File: src/rtl/mem_access_stage.sv
// MiniMIPS32 memory-access stage: issues aligned loads/stores to a handshaked data memory,
// stalls the pipeline while the access is outstanding, and drives the MEM/WB register.
module mem_access_stage (
  input  logic        cpu_clk_50M,
  input  logic        cpu_rst,
  input  logic [7:0]  mem_aluop,
  input  logic [4:0]  mem_wa,
  input  logic        mem_wreg,
  input  logic        mem_mreg,
  input  logic [31:0] mem_wd,
  input  logic [31:0] mem_din,
  input  logic        mem_whilo,
  input  logic [63:0] mem_hilo,
  output logic        dm_req,
  output logic        dm_we,
  output logic [3:0]  dm_be,
  output logic [31:0] dm_addr,
  output logic [31:0] dm_wdata,
  input  logic        dm_ack,
  input  logic [31:0] dm_rdata,
  output logic        stallreq_mem,
  output logic        mem_adel,
  output logic        mem_ades,
  output logic [4:0]  wb_wa,
  output logic        wb_wreg,
  output logic [31:0] wb_wd,
  output logic        wb_whilo,
  output logic [63:0] wb_hilo
);

  localparam logic [7:0] OP_LB  = 8'h90;
  localparam logic [7:0] OP_LBU = 8'h91;
  localparam logic [7:0] OP_LH  = 8'h92;
  localparam logic [7:0] OP_LHU = 8'h93;
  localparam logic [7:0] OP_LW  = 8'h94;
  localparam logic [7:0] OP_SB  = 8'h98;
  localparam logic [7:0] OP_SH  = 8'h99;
  localparam logic [7:0] OP_SW  = 8'h9A;

  typedef enum logic [1:0] {
    IDLE = 2'd0,
    BUSY = 2'd1,
    DONE = 2'd2
  } state_t;

  state_t      state_r;
  state_t      state_nxt_s;
  logic        is_load_s;
  logic        is_store_s;
  logic        misalign_s;
  logic        issue_s;
  logic        stall_s;
  logic [1:0]  off_r;
  logic [31:0] load_buf_r;
  logic [4:0]  wb_wa_nxt_s;
  logic        wb_wreg_nxt_s;
  logic [31:0] wb_wd_nxt_s;
  logic        wb_whilo_nxt_s;
  logic [63:0] wb_hilo_nxt_s;

  function automatic logic op_is_load(input logic [7:0] op);
    case (op)
      OP_LB, OP_LBU, OP_LH, OP_LHU, OP_LW: op_is_load = 1'b1;
      default:                             op_is_load = 1'b0;
    endcase
  endfunction

  function automatic logic op_is_store(input logic [7:0] op);
    case (op)
      OP_SB, OP_SH, OP_SW: op_is_store = 1'b1;
      default:             op_is_store = 1'b0;
    endcase
  endfunction

  function automatic logic op_misaligned(input logic [7:0] op, input logic [1:0] lo);
    case (op)
      OP_LH, OP_LHU, OP_SH: op_misaligned = lo[0];
      OP_LW, OP_SW:         op_misaligned = (lo != 2'b00);
      default:              op_misaligned = 1'b0;
    endcase
  endfunction

  // Byte lanes touched by the access; loads use the same lane mask as stores of equal size.
  function automatic logic [3:0] access_be(input logic [7:0] op, input logic [1:0] lo);
    case (op)
      OP_LB, OP_LBU, OP_SB: access_be = 4'b0001 << lo;
      OP_LH, OP_LHU, OP_SH: access_be = lo[1] ? 4'b1100 : 4'b0011;
      OP_LW, OP_SW:         access_be = 4'b1111;
      default:              access_be = 4'b0000;
    endcase
  endfunction

  function automatic logic [31:0] store_data(input logic [7:0] op, input logic [31:0] din);
    case (op)
      OP_SB:   store_data = {4{din[7:0]}};
      OP_SH:   store_data = {2{din[15:0]}};
      OP_SW:   store_data = din;
      default: store_data = 32'h0000_0000;
    endcase
  endfunction

  function automatic logic [31:0] load_extend(input logic [7:0] op, input logic [1:0] lo,
                                              input logic [31:0] word);
    logic [7:0]  b;
    logic [15:0] h;
    case (lo)
      2'd0:    b = word[7:0];
      2'd1:    b = word[15:8];
      2'd2:    b = word[23:16];
      2'd3:    b = word[31:24];
      default: b = word[7:0];
    endcase
    h = lo[1] ? word[31:16] : word[15:0];
    case (op)
      OP_LB:   load_extend = {{24{b[7]}}, b};
      OP_LBU:  load_extend = {24'h00_0000, b};
      OP_LH:   load_extend = {{16{h[15]}}, h};
      OP_LHU:  load_extend = {16'h0000, h};
      default: load_extend = word;
    endcase
  endfunction

  // Operation decode
  always_comb begin
    is_load_s  = op_is_load(mem_aluop);
    is_store_s = op_is_store(mem_aluop);
    misalign_s = op_misaligned(mem_aluop, mem_wd[1:0]);
  end

  // FSM state register
  always_ff @(posedge cpu_clk_50M or posedge cpu_rst) begin
    if (cpu_rst) begin
      state_r <= IDLE;
    end else begin
      state_r <= state_nxt_s;
    end
  end

  // FSM next-state logic
  always_comb begin
    state_nxt_s = state_r;
    case (state_r)
      IDLE:    state_nxt_s = issue_s ? BUSY : IDLE;
      BUSY:    state_nxt_s = dm_ack ? DONE : BUSY;
      DONE:    state_nxt_s = IDLE;
      default: state_nxt_s = IDLE;
    endcase
  end

  // FSM outputs: the stall covers the issuing IDLE cycle and every BUSY cycle
  always_comb begin
    issue_s = 1'b0;
    stall_s = 1'b0;
    case (state_r)
      IDLE: begin
        issue_s = (is_load_s || is_store_s) && !misalign_s;
        stall_s = issue_s;
      end
      BUSY: begin
        issue_s = 1'b0;
        stall_s = 1'b1;
      end
      DONE: begin
        issue_s = 1'b0;
        stall_s = 1'b0;
      end
      default: begin
        issue_s = 1'b0;
        stall_s = 1'b0;
      end
    endcase
  end

  assign stallreq_mem = stall_s;

  // Data-memory request registers, held stable from issue until the ack
  always_ff @(posedge cpu_clk_50M or posedge cpu_rst) begin
    if (cpu_rst) begin
      dm_req   <= 1'b0;
      dm_we    <= 1'b0;
      dm_be    <= 4'b0000;
      dm_addr  <= 32'h0000_0000;
      dm_wdata <= 32'h0000_0000;
      off_r    <= 2'b00;
    end else if (issue_s) begin
      dm_req   <= 1'b1;
      dm_we    <= is_store_s;
      dm_be    <= access_be(mem_aluop, mem_wd[1:0]);
      dm_addr  <= {mem_wd[31:2], 2'b00};
      dm_wdata <= store_data(mem_aluop, mem_din);
      off_r    <= mem_wd[1:0];
    end else if ((state_r == BUSY) && dm_ack) begin
      dm_req   <= 1'b0;
    end else begin
      dm_req   <= dm_req;
    end
  end

  // Read-data buffer, captured only on an ack during BUSY
  always_ff @(posedge cpu_clk_50M or posedge cpu_rst) begin
    if (cpu_rst) begin
      load_buf_r <= 32'h0000_0000;
    end else if ((state_r == BUSY) && dm_ack) begin
      load_buf_r <= dm_rdata;
    end else begin
      load_buf_r <= load_buf_r;
    end
  end

  // Address-error pulses, one cycle per misaligned op seen in IDLE
  always_ff @(posedge cpu_clk_50M or posedge cpu_rst) begin
    if (cpu_rst) begin
      mem_adel <= 1'b0;
      mem_ades <= 1'b0;
    end else begin
      mem_adel <= (state_r == IDLE) && is_load_s && misalign_s;
      mem_ades <= (state_r == IDLE) && is_store_s && misalign_s;
    end
  end

  // MEM/WB next value: bubble while stalled or faulting, pass-through otherwise
  always_comb begin
    wb_wa_nxt_s    = 5'd0;
    wb_wreg_nxt_s  = 1'b0;
    wb_wd_nxt_s    = 32'h0000_0000;
    wb_whilo_nxt_s = 1'b0;
    wb_hilo_nxt_s  = 64'h0;
    case (state_r)
      IDLE: begin
        if (is_load_s || is_store_s) begin
          wb_wreg_nxt_s  = 1'b0;
          wb_whilo_nxt_s = 1'b0;
        end else begin
          wb_wa_nxt_s    = mem_wa;
          wb_wreg_nxt_s  = mem_wreg;
          wb_wd_nxt_s    = mem_wd;
          wb_whilo_nxt_s = mem_whilo;
          wb_hilo_nxt_s  = mem_hilo;
        end
      end
      BUSY: begin
        wb_wreg_nxt_s  = 1'b0;
        wb_whilo_nxt_s = 1'b0;
      end
      DONE: begin
        wb_wa_nxt_s   = mem_wa;
        wb_hilo_nxt_s = mem_hilo;
        if (is_store_s) begin
          wb_wreg_nxt_s  = 1'b0;
          wb_whilo_nxt_s = 1'b0;
          wb_wd_nxt_s    = mem_wd;
        end else begin
          wb_wreg_nxt_s  = mem_wreg;
          wb_whilo_nxt_s = mem_whilo;
          wb_wd_nxt_s    = mem_mreg ? load_extend(mem_aluop, off_r, load_buf_r) : mem_wd;
        end
      end
      default: begin
        wb_wreg_nxt_s  = 1'b0;
        wb_whilo_nxt_s = 1'b0;
      end
    endcase
  end

  // MEM/WB register
  always_ff @(posedge cpu_clk_50M or posedge cpu_rst) begin
    if (cpu_rst) begin
      wb_wa    <= 5'd0;
      wb_wreg  <= 1'b0;
      wb_wd    <= 32'h0000_0000;
      wb_whilo <= 1'b0;
      wb_hilo  <= 64'h0;
    end else begin
      wb_wa    <= wb_wa_nxt_s;
      wb_wreg  <= wb_wreg_nxt_s;
      wb_wd    <= wb_wd_nxt_s;
      wb_whilo <= wb_whilo_nxt_s;
      wb_hilo  <= wb_hilo_nxt_s;
    end
  end

endmodule

File: config.mk
export PLATFORM = sky130hd
export DESIGN_NAME = mem_access_stage
export DESIGN_NICKNAME = d
export VERILOG_FILES = /design/src/rtl/mem_access_stage.sv
export SDC_FILE = /design/constraint.sdc
export NUM_CORES = 1
export LEC_CHECK = 0
export CORE_MARGIN = 3
export CORE_UTILIZATION = 39
export DETAILED_ROUTE_END_ITERATION = 16
export GPL_TIMING_DRIVEN = 0
export PLACE_DENSITY = 0.77
export REMOVE_ABC_BUFFERS = 1
export SLEW_MARGIN = 20
export SYNTH_ARGS = -nofsm -noshare
export SYNTH_HDL_FRONTEND = slang
export SYNTH_SLANG_ARGS = --single-unit
File: constraint.sdc
create_clock -name cpu_clk_50M -period 7.4 [get_ports cpu_clk_50M]
set_input_delay 1.48 -clock cpu_clk_50M [delete_from_list [all_inputs] [get_ports cpu_clk_50M]]
set_output_delay 1.48 -clock cpu_clk_50M [all_outputs]
set_load 0.02 [all_outputs]
==> impl_metrics.env <==
export IMPL_status="finished clean"
export IMPL_reg2reg_slack_ns=4.55
export IMPL_vias=7394
export IMPL_holdPathStages=2
export IMPL_dieArea_um2=24100
export IMPL_clock_skew_ns=0.0117
export IMPL_hold_buffers=0
export IMPL_sw_frac_of_total_pct=28.5
export IMPL_insertion_delay_ns=0.51
export IMPL_hp_start="dm_req$_DFFE_PP0P_"
export IMPL_regArea_um2=5230
export IMPL_clk_pin_slew_ns=0.05
export IMPL_irDropWorstVdd_mv=0.176
export IMPL_leakagePower_nw=5.92
export IMPL_required_ns=5.92
export IMPL_die_x_um=155
export IMPL_power_frac_seq_pct=42.6
export IMPL_rsz0062_at_grt="false"
export IMPL_holdPathEnd="dm_req$_DFFE_PP0P_"
export IMPL_root_buffer="clkbuf_16"
export IMPL_synthArstFlopShare_pct=100
export IMPL_reg2reg_to="wb_wd[21]$_DFF_PP0_"
export IMPL_p_sw_uw=962
export IMPL_max_cap_violations=0
export IMPL_final_area_um2=13400
export IMPL_clock_sinks=209
export IMPL_cpPeakStageDelay_ns=1.12
export IMPL_post_route_period_util_pct=76.8
export IMPL_pwr_density_cell_nw_per_um2=253
export IMPL_cpMostUsedCell="clkdlybuf4s50_1"
export IMPL_cp_max_fo=29
export IMPL_grt_pass1_vias=7304
export IMPL_critPathBufInv=3
export IMPL_max_slew_margin_rel_pct=30.3
export IMPL_hp_class="flop to flop"
export IMPL_slowest_stage="clkdlybuf4s50_1"
export IMPL_syn2layout_area_growth_pct=53.5
export IMPL_cts_buffers=24
export IMPL_wl_per_cell_um=19.7
export IMPL_period_minus_slack_ns=5.68
export IMPL_power_internal_mw=2.42
export IMPL_fmax_ghz=0.176
export IMPL_synth_cell_area_um2=8700
export IMPL_drtIter0Drc=450
export IMPL_multi_input_area_um2=3180
export IMPL_clkPwrFrac_pct=33.7
export IMPL_worst_pin_slew_ns=1.04
export IMPL_drive_above_1_share_pct=6.29
export IMPL_setup_violations=0
export IMPL_core_um2=21900
export IMPL_drtAntennaViolNets=0
export IMPL_cts_tree="built"
export IMPL_gpl_final_weighted_congestion=0.801
export IMPL_ys_warnings_count=0
export IMPL_grt_usage_pct=21.9
export IMPL_total_power_mw=3.38
export IMPL_cts_resized=0
export IMPL_ys_ff_latch=209
export IMPL_crit_family="buffers and inverters"
export IMPL_ys_types=59
export IMPL_grt_overflow_total=0
export IMPL_grt_start_max_net_pins=102
export IMPL_dp_hpwl_mm=20.1
export IMPL_syn_avg_cell_area_um2=11.3
export IMPL_crit_chain="clkdlybuf4s50_1 > inv_1 > o21ai_1 > o211ai_1 > a21oi_1 > clkdlybuf4s50_1"
export IMPL_detail_route_vias_per_cell=5.31
export IMPL_first_pass_iters=5
export IMPL_hold_viol=0
export IMPL_routed_wl_mm=27.5
export IMPL_r2r_cells=4
export IMPL_post_cts_setup_buffers=0
export IMPL_grt_pass1_wl_mm=42.1
export IMPL_critPathKind="input pin to primary output"
export IMPL_combinationalPowerShare_pct=23.8
export IMPL_cp_end_kind="primary output"
export IMPL_fill_cells=1736
export IMPL_drc=0
export IMPL_diodes=0
export IMPL_slew_violations=0
export IMPL_portBuffers=352
export IMPL_place_area_um2=12600
export IMPL_seq_area_frac_synth_pct=60.1
export IMPL_regToRegStartpoint="off_r[1]$_DFFE_PP0P_"
export IMPL_cts_buffer_depth=3
export IMPL_arrival_ns=4.20
export IMPL_h_tree_depth=1
export IMPL_die_y_um=155
export IMPL_start_util_pct=39.7
export IMPL_ios=355
export IMPL_synth_main_ff_cell="dfrtp_1"
export IMPL_rows=54
export IMPL_antenna_found_initial=0
export IMPL_synth_edf_count=0
export IMPL_syn_inst=772
export IMPL_final_nets=1277
export IMPL_cp_start_kind="input pin"
Yosys cell counts (2+ instances only):
library cell  instances  area [um2]
a211oi_1              6        45.0
nand2b_1              2        12.5
a22o_1               33         289
and3b_1               2        17.5
clkbuf_1             38         143
mux2_1               34         383
a32o_1                8        80.1
nor2b_1              13        81.3
or3_1                 2        12.5
mux2_2                4        45.0
buf_2                17        85.1
buf_1                 7        26.3
a21oi_1              22         110
nand2_1             129         484
o2bb2ai_1            21         184
inv_1                 8        30.0
nand3_1               5        25.0
nor3_1                5        25.0
nor3b_1               3        22.5
buf_6                 2        22.5
a221o_1               5        50.1
nor4_1                7        43.8
o21ai_0              45         225
a21boi_0              2        15.0
a21o_1               11        82.6
and3_1               75         469
nor2_1               11        41.3
mux2i_1               8        80.1
o21a_1                8        60.1
buf_4                 2        15.0
dfrtp_1             209        5230
final cells by class:
cell class              count  share of cell area (%)
clock buffers              36                    5.22
clock inverters             5                   0.403
inverters                   8                   0.281
multi-input cells         489                    23.8
flip-flops and latches    209                    39.2
well taps                 280                    2.62
repair buffers            366                    28.5
worst min-delay path: cells and delay by family (launching register included):
family	cells	cell delay [ns]
simple gates	2	0.10
flops	1	0.33
registers in the layout, summed over array words and instances, names as in the netlist:
signal,cells
dm_addr,30
dm_be,4
dm_req,1
dm_wdata,32
dm_we,1
load_buf_r,32
mem_adel,1
mem_ades,1
off_r,2
state_r,2
wb_hilo,64
wb_wa,5
wb_wd,32
wb_whilo,1
wb_wreg,1
routing by layer:
metal	part of all wire (%)	track usage (%)	vias to the layer above
met3	7.9	5.62	56
met5	0	0	-
met1	39	27.5	3640
li1	-	-	3389
met2	50	37.3	309
met4	3.4	7.13	0
layout by cell type, fill, tap and decap left out, drive strengths merged, types with 11 or more instances in the layout:
cell	instances
mux2	38
dfrtp	209
nor2	11
a22o	33
and3	75
nand2	129
a21o	11
clkdlybuf4s50	351
o2bb2ai	21
a21oi	23
nor2b	13
o21ai	46
buf	15
clkbuf	36
cells by family after synthesis:
family | count (synthesis) | share of synthesized area (%)
AND/OR/NAND/NOR | 264 | 15.2
flip-flops | 209 | 60.1
AO/OA/AOI/OAI | 175 | 14.6
buffers and inverters | 75 | 3.76
multiplexers | 47 | 6.10
adder cells (fa/ha/maj) | 1 | 0.129
other | 1 | 0.0431
stage by stage:
stage	setup WS, ns	instances	hold slack (ns)	TNS (ns)	util, %
after global routing	1.48	1393	0.489	0	61.0
after floorplan	0.211	706	0.440	0	-
after detailed placement	1.68	1352	0.459	0	57.6
after CTS	1.65	1393	0.474	0	61.0
final	1.72	1393	0.472	0	61.0
after global placement	-2.54	1338	0.457	-527.82	56.1
power by group through the flow:
stage          Combinational [mW]  Clock, mW  Sequential (mW)
3_3_place_gp                0.782          0             1.45
6_report                    0.804       1.14             1.44
3_5_place_dp                0.809          0             1.46
4_1_cts                     0.812       1.16             1.44
5_1_grt                     0.864       1.21             1.46
2_1_floorplan               0.240          0             1.57
worst max path at each step:
stage | depth (start not counted) | endpoint | slack (ns) | start
2_1_floorplan | 1 | dm_addr[10]$_DFFE_PP0P_ | 0.21 | cpu_rst
3_3_place_gp | 2 | dm_wdata[27]$_DFFE_PP0P_ | -2.54 | cpu_rst
3_5_place_dp | 6 | stallreq_mem | 1.68 | mem_aluop[0]
4_1_cts | 6 | stallreq_mem | 1.65 | mem_aluop[0]
5_1_grt | 6 | stallreq_mem | 1.48 | mem_aluop[0]
6_report | 6 | stallreq_mem | 1.72 | mem_aluop[0]
Power figures use the tool's default switching activity.
